`src/rtl/cpu_ctrl.sv`:
```
// Multi-cycle instruction sequencer: fetch/decode/execute/memory/writeback control
// for a 16-bit instruction word, with a retired-instruction counter.
module cpu_ctrl (
  input  logic        clk,
  input  logic        rst_n,
  input  logic        start,
  input  logic [15:0] instr,
  input  logic        instr_valid,
  input  logic        mem_ack,
  output logic        instr_req,
  output logic        pc_inc,
  output logic [3:0]  op_code,
  output logic [3:0]  rd_addr,
  output logic [3:0]  rs1_addr,
  output logic [3:0]  rs2_addr,
  output logic [15:0] imm_out,
  output logic        imm_en,
  output logic        alu_en,
  output logic        mem_req,
  output logic        mem_we,
  output logic        reg_we,
  output logic        halted,
  output logic [15:0] retired
);

  localparam int unsigned INSTR_W = 16;
  localparam int unsigned CNT_W   = 16;

  localparam logic [3:0] OP_NOP   = 4'h0;
  localparam logic [3:0] OP_LOAD  = 4'h1;
  localparam logic [3:0] OP_STORE = 4'h2;
  localparam logic [3:0] OP_LDI   = 4'h3;
  localparam logic [3:0] OP_HALT  = 4'hF;

  typedef enum logic [2:0] {
    S_IDLE, S_FETCH, S_DECODE, S_EXEC, S_MEM, S_WB, S_HALT
  } state_t;

  state_t             state, state_next;
  logic [INSTR_W-1:0] ir;

  logic instr_req_d, pc_inc_d, imm_en_d, alu_en_d;
  logic mem_req_d, mem_we_d, reg_we_d, halted_d;
  logic is_alu;

  // Instruction fields come straight from the IR, so they hold until the next fetch.
  assign op_code  = ir[15:12];
  assign rd_addr  = ir[11:8];
  assign rs1_addr = ir[7:4];
  assign rs2_addr = ir[3:0];
  assign imm_out  = {{8{ir[7]}}, ir[7:0]};
  assign is_alu   = (op_code >= 4'h4) && (op_code <= 4'hE);

  // State register and instruction register.
  always_ff @(posedge clk or negedge rst_n) begin
    if (!rst_n) begin
      state <= S_IDLE;
      ir    <= '0;
    end else begin
      state <= state_next;
      if (state == S_FETCH && instr_valid) ir <= instr;
    end
  end

  // Next-state logic.
  always_comb begin
    state_next = state;
    case (state)
      S_IDLE:   if (start) state_next = S_FETCH;
      S_FETCH:  if (instr_valid) state_next = S_DECODE;
      S_DECODE: begin
        if (op_code == OP_HALT)                           state_next = S_HALT;
        else if (op_code == OP_NOP || op_code == OP_LDI)  state_next = S_WB;
        else if (op_code == OP_LOAD || op_code == OP_STORE) state_next = S_MEM;
        else                                              state_next = S_EXEC;
      end
      S_EXEC:   state_next = S_WB;
      S_MEM:    if (mem_ack) state_next = S_WB;
      S_WB:     state_next = S_FETCH;
      S_HALT:   state_next = S_HALT;
      default:  state_next = S_IDLE;
    endcase
  end

  // Outputs decoded from the upcoming state; the IR is stable across every
  // transition that matters here (it only changes on FETCH->DECODE).
  always_comb begin
    instr_req_d = 1'b0;
    pc_inc_d    = 1'b0;
    imm_en_d    = 1'b0;
    alu_en_d    = 1'b0;
    mem_req_d   = 1'b0;
    mem_we_d    = 1'b0;
    reg_we_d    = 1'b0;
    halted_d    = 1'b0;
    case (state_next)
      S_FETCH: instr_req_d = 1'b1;
      S_EXEC:  alu_en_d    = 1'b1;
      S_MEM: begin
        mem_req_d = 1'b1;
        mem_we_d  = (op_code == OP_STORE);
      end
      S_WB: begin
        pc_inc_d = 1'b1;
        imm_en_d = (op_code == OP_LDI);
        reg_we_d = (op_code == OP_LOAD) || (op_code == OP_LDI) || is_alu;
      end
      S_HALT:  halted_d = 1'b1;
      default: ;
    endcase
  end

  // Registered outputs and retired counter (counts on WB entry, wraps naturally).
  always_ff @(posedge clk or negedge rst_n) begin
    if (!rst_n) begin
      instr_req <= 1'b0;
      pc_inc    <= 1'b0;
      imm_en    <= 1'b0;
      alu_en    <= 1'b0;
      mem_req   <= 1'b0;
      mem_we    <= 1'b0;
      reg_we    <= 1'b0;
      halted    <= 1'b0;
      retired   <= '0;
    end else begin
      instr_req <= instr_req_d;
      pc_inc    <= pc_inc_d;
      imm_en    <= imm_en_d;
      alu_en    <= alu_en_d;
      mem_req   <= mem_req_d;
      mem_we    <= mem_we_d;
      reg_we    <= reg_we_d;
      halted    <= halted_d;
      if (state_next == S_WB) retired <= retired + CNT_W'(1);
    end
  end

endmodule

```
`config.mk`:
```
export PLATFORM = sky130hd
export DESIGN_NAME = cpu_ctrl
export DESIGN_NICKNAME = d
export VERILOG_FILES = /design/src/rtl/cpu_ctrl.sv
export SDC_FILE = /design/constraint.sdc
export NUM_CORES = 1
export LEC_CHECK = 0
export BUFFER_PORTS_ARGS = -buffer_cell sky130_fd_sc_hd__buf_4
export CAP_MARGIN = 10
export CORE_MARGIN = 1.5
export CORE_UTILIZATION = 52
export DETAILED_ROUTE_END_ITERATION = 16
export PLACE_DENSITY_LB_ADDON = 0.2
export SKIP_LAST_GASP = 1
export SLEW_MARGIN = 0
export SYNTH_ARGS = -nofsm -noshare
export SYNTH_HDL_FRONTEND = slang
export SYNTH_SLANG_ARGS = --single-unit
export TNS_END_PERCENT = 30
```
`constraint.sdc`:
```
create_clock -name clk -period 2.6 [get_ports clk]
set_input_delay 0.26 -clock clk [delete_from_list [all_inputs] [get_ports clk]]
set_output_delay 0.26 -clock clk [all_outputs]
set_load 0.01 [all_outputs]
```
Yosys cells after proc, flatten, opt, wreduce, memory -nomap -nowiden --
Index checks and enable logic that the tools add are counted. W data, S select, Z words.
Operators by class: order comparisons 2, multiplexer cells 15, eq/ne operators 15, $add $sub $neg 1, reduce and logical (&&, ||, !) cells 8
Operators by type and width (count):
- $pmux W3 S7 | 1
- $eq A3 B3 Y1 const B | 6
- $mux W3 | 6
- $add A16 B1 Y16 const B | 1
- $eq A3 B2 Y1 const B | 3
- $eq A4 B2 Y1 const B | 2
- $mux W1 | 8
- $eq A3 B1 Y1 const B | 2
- $eq A4 B1 Y1 const B | 1
- $eq A4 B4 Y1 const B | 1
- $ge A4 B3 Y1 const B | 1
- $le A4 B4 Y1 const B | 1
- $logic_not A4 Y1 | 1
- $logic_or A1 B1 Y1 | 4
- $logic_not A3 Y1 | 1
- $logic_and A1 B1 Y1 | 2
Storage, ports and cells: logic and storage cells 52, input bits 21, register bits after elaboration 43

Logic depth before layout (Yosys ltp) --
depth after elaboration 8, mapped depth 6, depth with buffers taken out 6

Worst setup path before layout --
No wires, ideal clock.
path type register -> register, start register ir[12], end register retired[9], cell stages (with the launch flop) 7, slack 0.915 ns, library setup time 0.127 ns, arrival time 1.558 ns, clock period less this slack 1.685 ns, path through dfrtp_1 -> xnor2_1 -> o2111ai_2 -> a41oi_4 -> buf_6 -> nand3_2 -> xnor2_2
On the way: longest elaborated chain between the ends 7, elaborated cells on any way between the ends 12, those cells by class eq/ne: 5; mux: 4; reduce/logical: 3
RTL lines:
- start: declaration | RTL line 40 | logic [INSTR_W-1:0] ir;
- start signal: assignment | RTL line 61 | if (state == S_FETCH && instr_valid) ir <= instr;
- $eq A4 B1 Y1 / $eq A4 B2 Y1 (equally long branches) | RTL line 74 | else if (op_code == OP_LOAD || op_code == OP_STORE) state_next = S_MEM;
- $logic_or A1 B1 Y1 | RTL line 74
- $mux W3 | RTL line 74
- $mux W3 | RTL line 73 | else if (op_code == OP_NOP || op_code == OP_LDI) state_next = S_WB;
- $mux W3 (*) | RTL line 72 | if (op_code == OP_HALT) state_next = S_HALT;
- $pmux W3 S7 (*) | RTL line 68 | case (state)
- $eq A3 B3 Y1 (*) | RTL line 134 | if (state_next == S_WB) retired <= retired + CNT_W'(1);
- end signal: assignment | RTL line 134
- end: declaration | RTL line 23 | output logic [15:0] retired
Mark *: on every way between the ends. The rest lies on a longest branch, timed or not. A chain may end at the register's enable or synchronous reset.

Worst setup path in the final report --
start register state[2], end register retired[7]
On the way: longest elaborated chain between the ends 3, elaborated cells on any way between the ends 12, those cells by class eq/ne: 7; mux: 4; reduce/logical: 1
RTL lines:
- start: declaration | RTL line 39 | state_t state, state_next;
- start signal: assignment | RTL line 60 | state <= state_next;
- $eq A3 B3 Y1 (tied with other cells) | RTL line 68
- $pmux W3 S7 (*) | RTL line 68
- $eq A3 B3 Y1 (*) | RTL line 134
Marks and branches as above.

==> impl_metrics.json <==
{
  "dp_slack_ns": 0.5412,
  "worst_slack_ns": 0.5307,
  "finalWirelength_microns": 3858,
  "hold_depth": 2,
  "gp_congestion": 0.8850,
  "synthesis.area_sq_um": 1973,
  "peakVddDrop_mv": 0.6708,
  "critPathBufInv": 0,
  "drt-wirelength-per-cell_microns": 14.50,
  "ys_warn_count": 0,
  "drtIter0Drc": 28,
  "grt_pass1_wl_microns": 6361,
  "crit_arrival_ns": 2.23,
  "slowest_delay_ns": 0.63,
  "place_area_sq_um": 2467,
  "syn_nets": 176,
  "synth_edf_count": 0,
  "whs_endpoint": "ir[13]$_DFFE_PN0P_",
  "finClkSkew_ns": 0.006237,
  "hpwl_microns": 2870,
  "io_pins": 77,
  "grt_max_degree": 44,
  "synth-main-ff-cell": "dfrtp_1",
  "drive_gt1_frac": 0.5000,
  "cts_sinks": 43,
  "fillerInstances": 269,
  "clock-root-buffer": "clkbuf_8",
  "timing.final.crit_share": 0.7959,
  "r2r-start": "state[2]$_DFF_PN0_",
  "required_ns": 2.76,
  "final_hold_viol_count": 0,
  "synth_compound_area_frac": 0.05327,
  "worst-r2r-cell-count": 5,
  "crit_family": "compound AO/OA/AOI/OAI gates",
  "dieWidth_microns": 64.60,
  "ctsResizeCount": 0,
  "synth-xor-area-share": 0.07483,
  "synth_top_family_by_area": "simple AND/OR/NAND/NOR gates",
  "cts_tree": "done",
  "design.core.area_sq_um": 3661,
  "drtAntennaViolNets": 0,
  "fin_area_sq_um": 2550,
  "relSlewSlack": 0.5735,
  "ys_ff_latch": 43,
  "final.setup.tns_ns": 0,
  "status": "complete, no violations",
  "ys_seq_area_frac": 0.5453,
  "yosys.area_share.simple": 0.1427,
  "final_common_cell": "buf_4",
  "start_util": 0.5390,
  "syn_to_final_growth_pct": 29.23,
  "synthMuxAreaShare": 0.09702,
  "fin_crit_ns": 2.069,
  "synthArstFlopShare": 1.000,
  "nets": 241,
  "vias": 1400,
  "cts_made_buffers": 5,
  "hold_buffers": 1,
  "drt_pass1_iterations": 4,
  "register_area_sq_um": 1076,
  "crit_path_start_kind": "flop",
  "rsz0062_at_grt": "false",
  "r2r_slack_ns": 0.53,
  "setup.worst_path.end_class": "flop",
  "grt_pass1_vias": 1406,
  "power.leakage_nw": 1.225,
  "cts_buffer_depth": 2,
  "diodes": 0,
  "h-tree-depth": 2,
  "worst-path-max-fanout": 19,
  "fin_util": 0.6965,
  "place.port_buffers": 76,
  "clk_pin_slew_ns": 0.07,
  "cp_slowest_cell": "a41oi_4",
  "fmax_ghz": 0.4833,
  "cp_cell_sequence": "nor2_1 -> o2111ai_2 -> a41oi_4 -> nand4_1 -> xnor2_1",
  "drc": 0,
  "most-common-layout-cells": "buf_4 (77), dfrtp_1 (43), mux2_2 (17)",
  "max-cap-violations": 0,
  "ys_types": 36,
  "avgViaCountPerCell": 5.263,
  "track_usage": 0.1983,
  "insertion_delay_ns": 0.28,
  "min-delay-start": "instr[13]",
  "num_rows": 22,
  "rr_endpoint": "retired[7]$_DFFE_PN0N_",
  "crit_type": "reg -> reg",
  "postSynthCellCount": 154,
  "slew_viol_final": 0,
  "antenna_found_initial": 0,
  "cts_setup_buffers": 0,
  "hp-class": "in -> reg",
  "tightest_slew_ns": 0.6376,
  "multi_input_area_sq_um": 738.2,
  "gr-total-overflow": 0,
  "die-area_sq_um": 4173,
  "power.density_nw_per_um2": 1098,
  "finalPower_w": 0.002799,
  "die_y_microns": 64.60,
  "finalSetupViolCount": 0,
  "yosys.area_share.adder": 0.006341,
  "avgSynthCellArea_sq_um": 12.81
}
==> through the flow <==
step / cells / hold slack (ns)
CTS: 266 / 0.2005
finish: 266 / 0.2023
floorplan: 154 / -0.03559
global placement: 259 / 0.2691
global route: 266 / 0.2003
detailed placement: 259 / 0.2773
==> routing by layer <==
layer / up-vias / GRT usage / part of all wire
li1: 649 / - / -
met1: 673 / 0.2253 / 0.41
met2: 69 / 0.3477 / 0.49
met3: 9 / 0.04514 / 0.081
met4: 0 / 0.1037 / 0.017
met5: - / 0 / 0
==> flip-flops by register name (all words and copies together) (netlist names) <==
signal,cells
alu_en,1
halted,1
imm_en,1
instr_req,1
ir,16
mem_req,1
mem_we,1
pc_inc,1
reg_we,1
retired,16
state,3
==> Yosys cell counts (2+ instances only) <==
cell,count,share of area
and2b_1,2,0.0076
xnor2_1,14,0.062
nand2_1,5,0.0095
nor2_1,4,0.0076
nand3_2,5,0.025
inv_1,4,0.0076
clkbuf_1,2,0.0038
and4_1,2,0.0089
nand3_1,4,0.010
and3_1,4,0.013
buf_4,16,0.061
dfrtp_1,43,0.55
nand4_1,7,0.022
nor3_1,3,0.0076
mux2_2,17,0.097
and2_1,2,0.0063
==> cell type report <==
class	instances	area share
multi-input combinational	87	0.2895
clock buffer	6	0.02846
tap	48	0.02355
sequential	43	0.4220
timing repair buffer	78	0.2306
inverter	4	0.005888
==> logic make-up after synthesis <==
kind of cell	Yosys count
AO/OA/AOI/OAI	10
XOR/XNOR	16
adder cells (fa/ha/maj)	1
flip-flops	43
buffers and inverters	24
AND/OR/NAND/NOR	43
multiplexers	17
==> worst max-delay path by stage <==
stage,to,cells past startpoint,startpoint,slack (ns)
floorplan,retired[9]$_DFFE_PN0N_,6,ir[12]$_DFFE_PN0P_,0.91
global placement,retired[1]$_DFFE_PN0N_,4,state[2]$_DFF_PN0_,0.68
detailed placement,retired[7]$_DFFE_PN0N_,5,state[2]$_DFF_PN0_,0.54
CTS,retired[7]$_DFFE_PN0N_,5,state[2]$_DFF_PN0_,0.54
global route,retired[7]$_DFFE_PN0N_,5,state[2]$_DFF_PN0_,0.40
finish,retired[7]$_DFFE_PN0N_,5,state[2]$_DFF_PN0_,0.53
==> where the power goes <==
part           switching (W)  total, W  internal [W]  leakage (nW)
clock network       0.000195  0.000374      0.000179        0.0371
logic               0.000612   0.00130      0.000692         0.637
registers           0.000228   0.00112      0.000894         0.551
total                0.00103   0.00280       0.00176          1.23
Note: power is estimated with default switching activity, not from simulation.
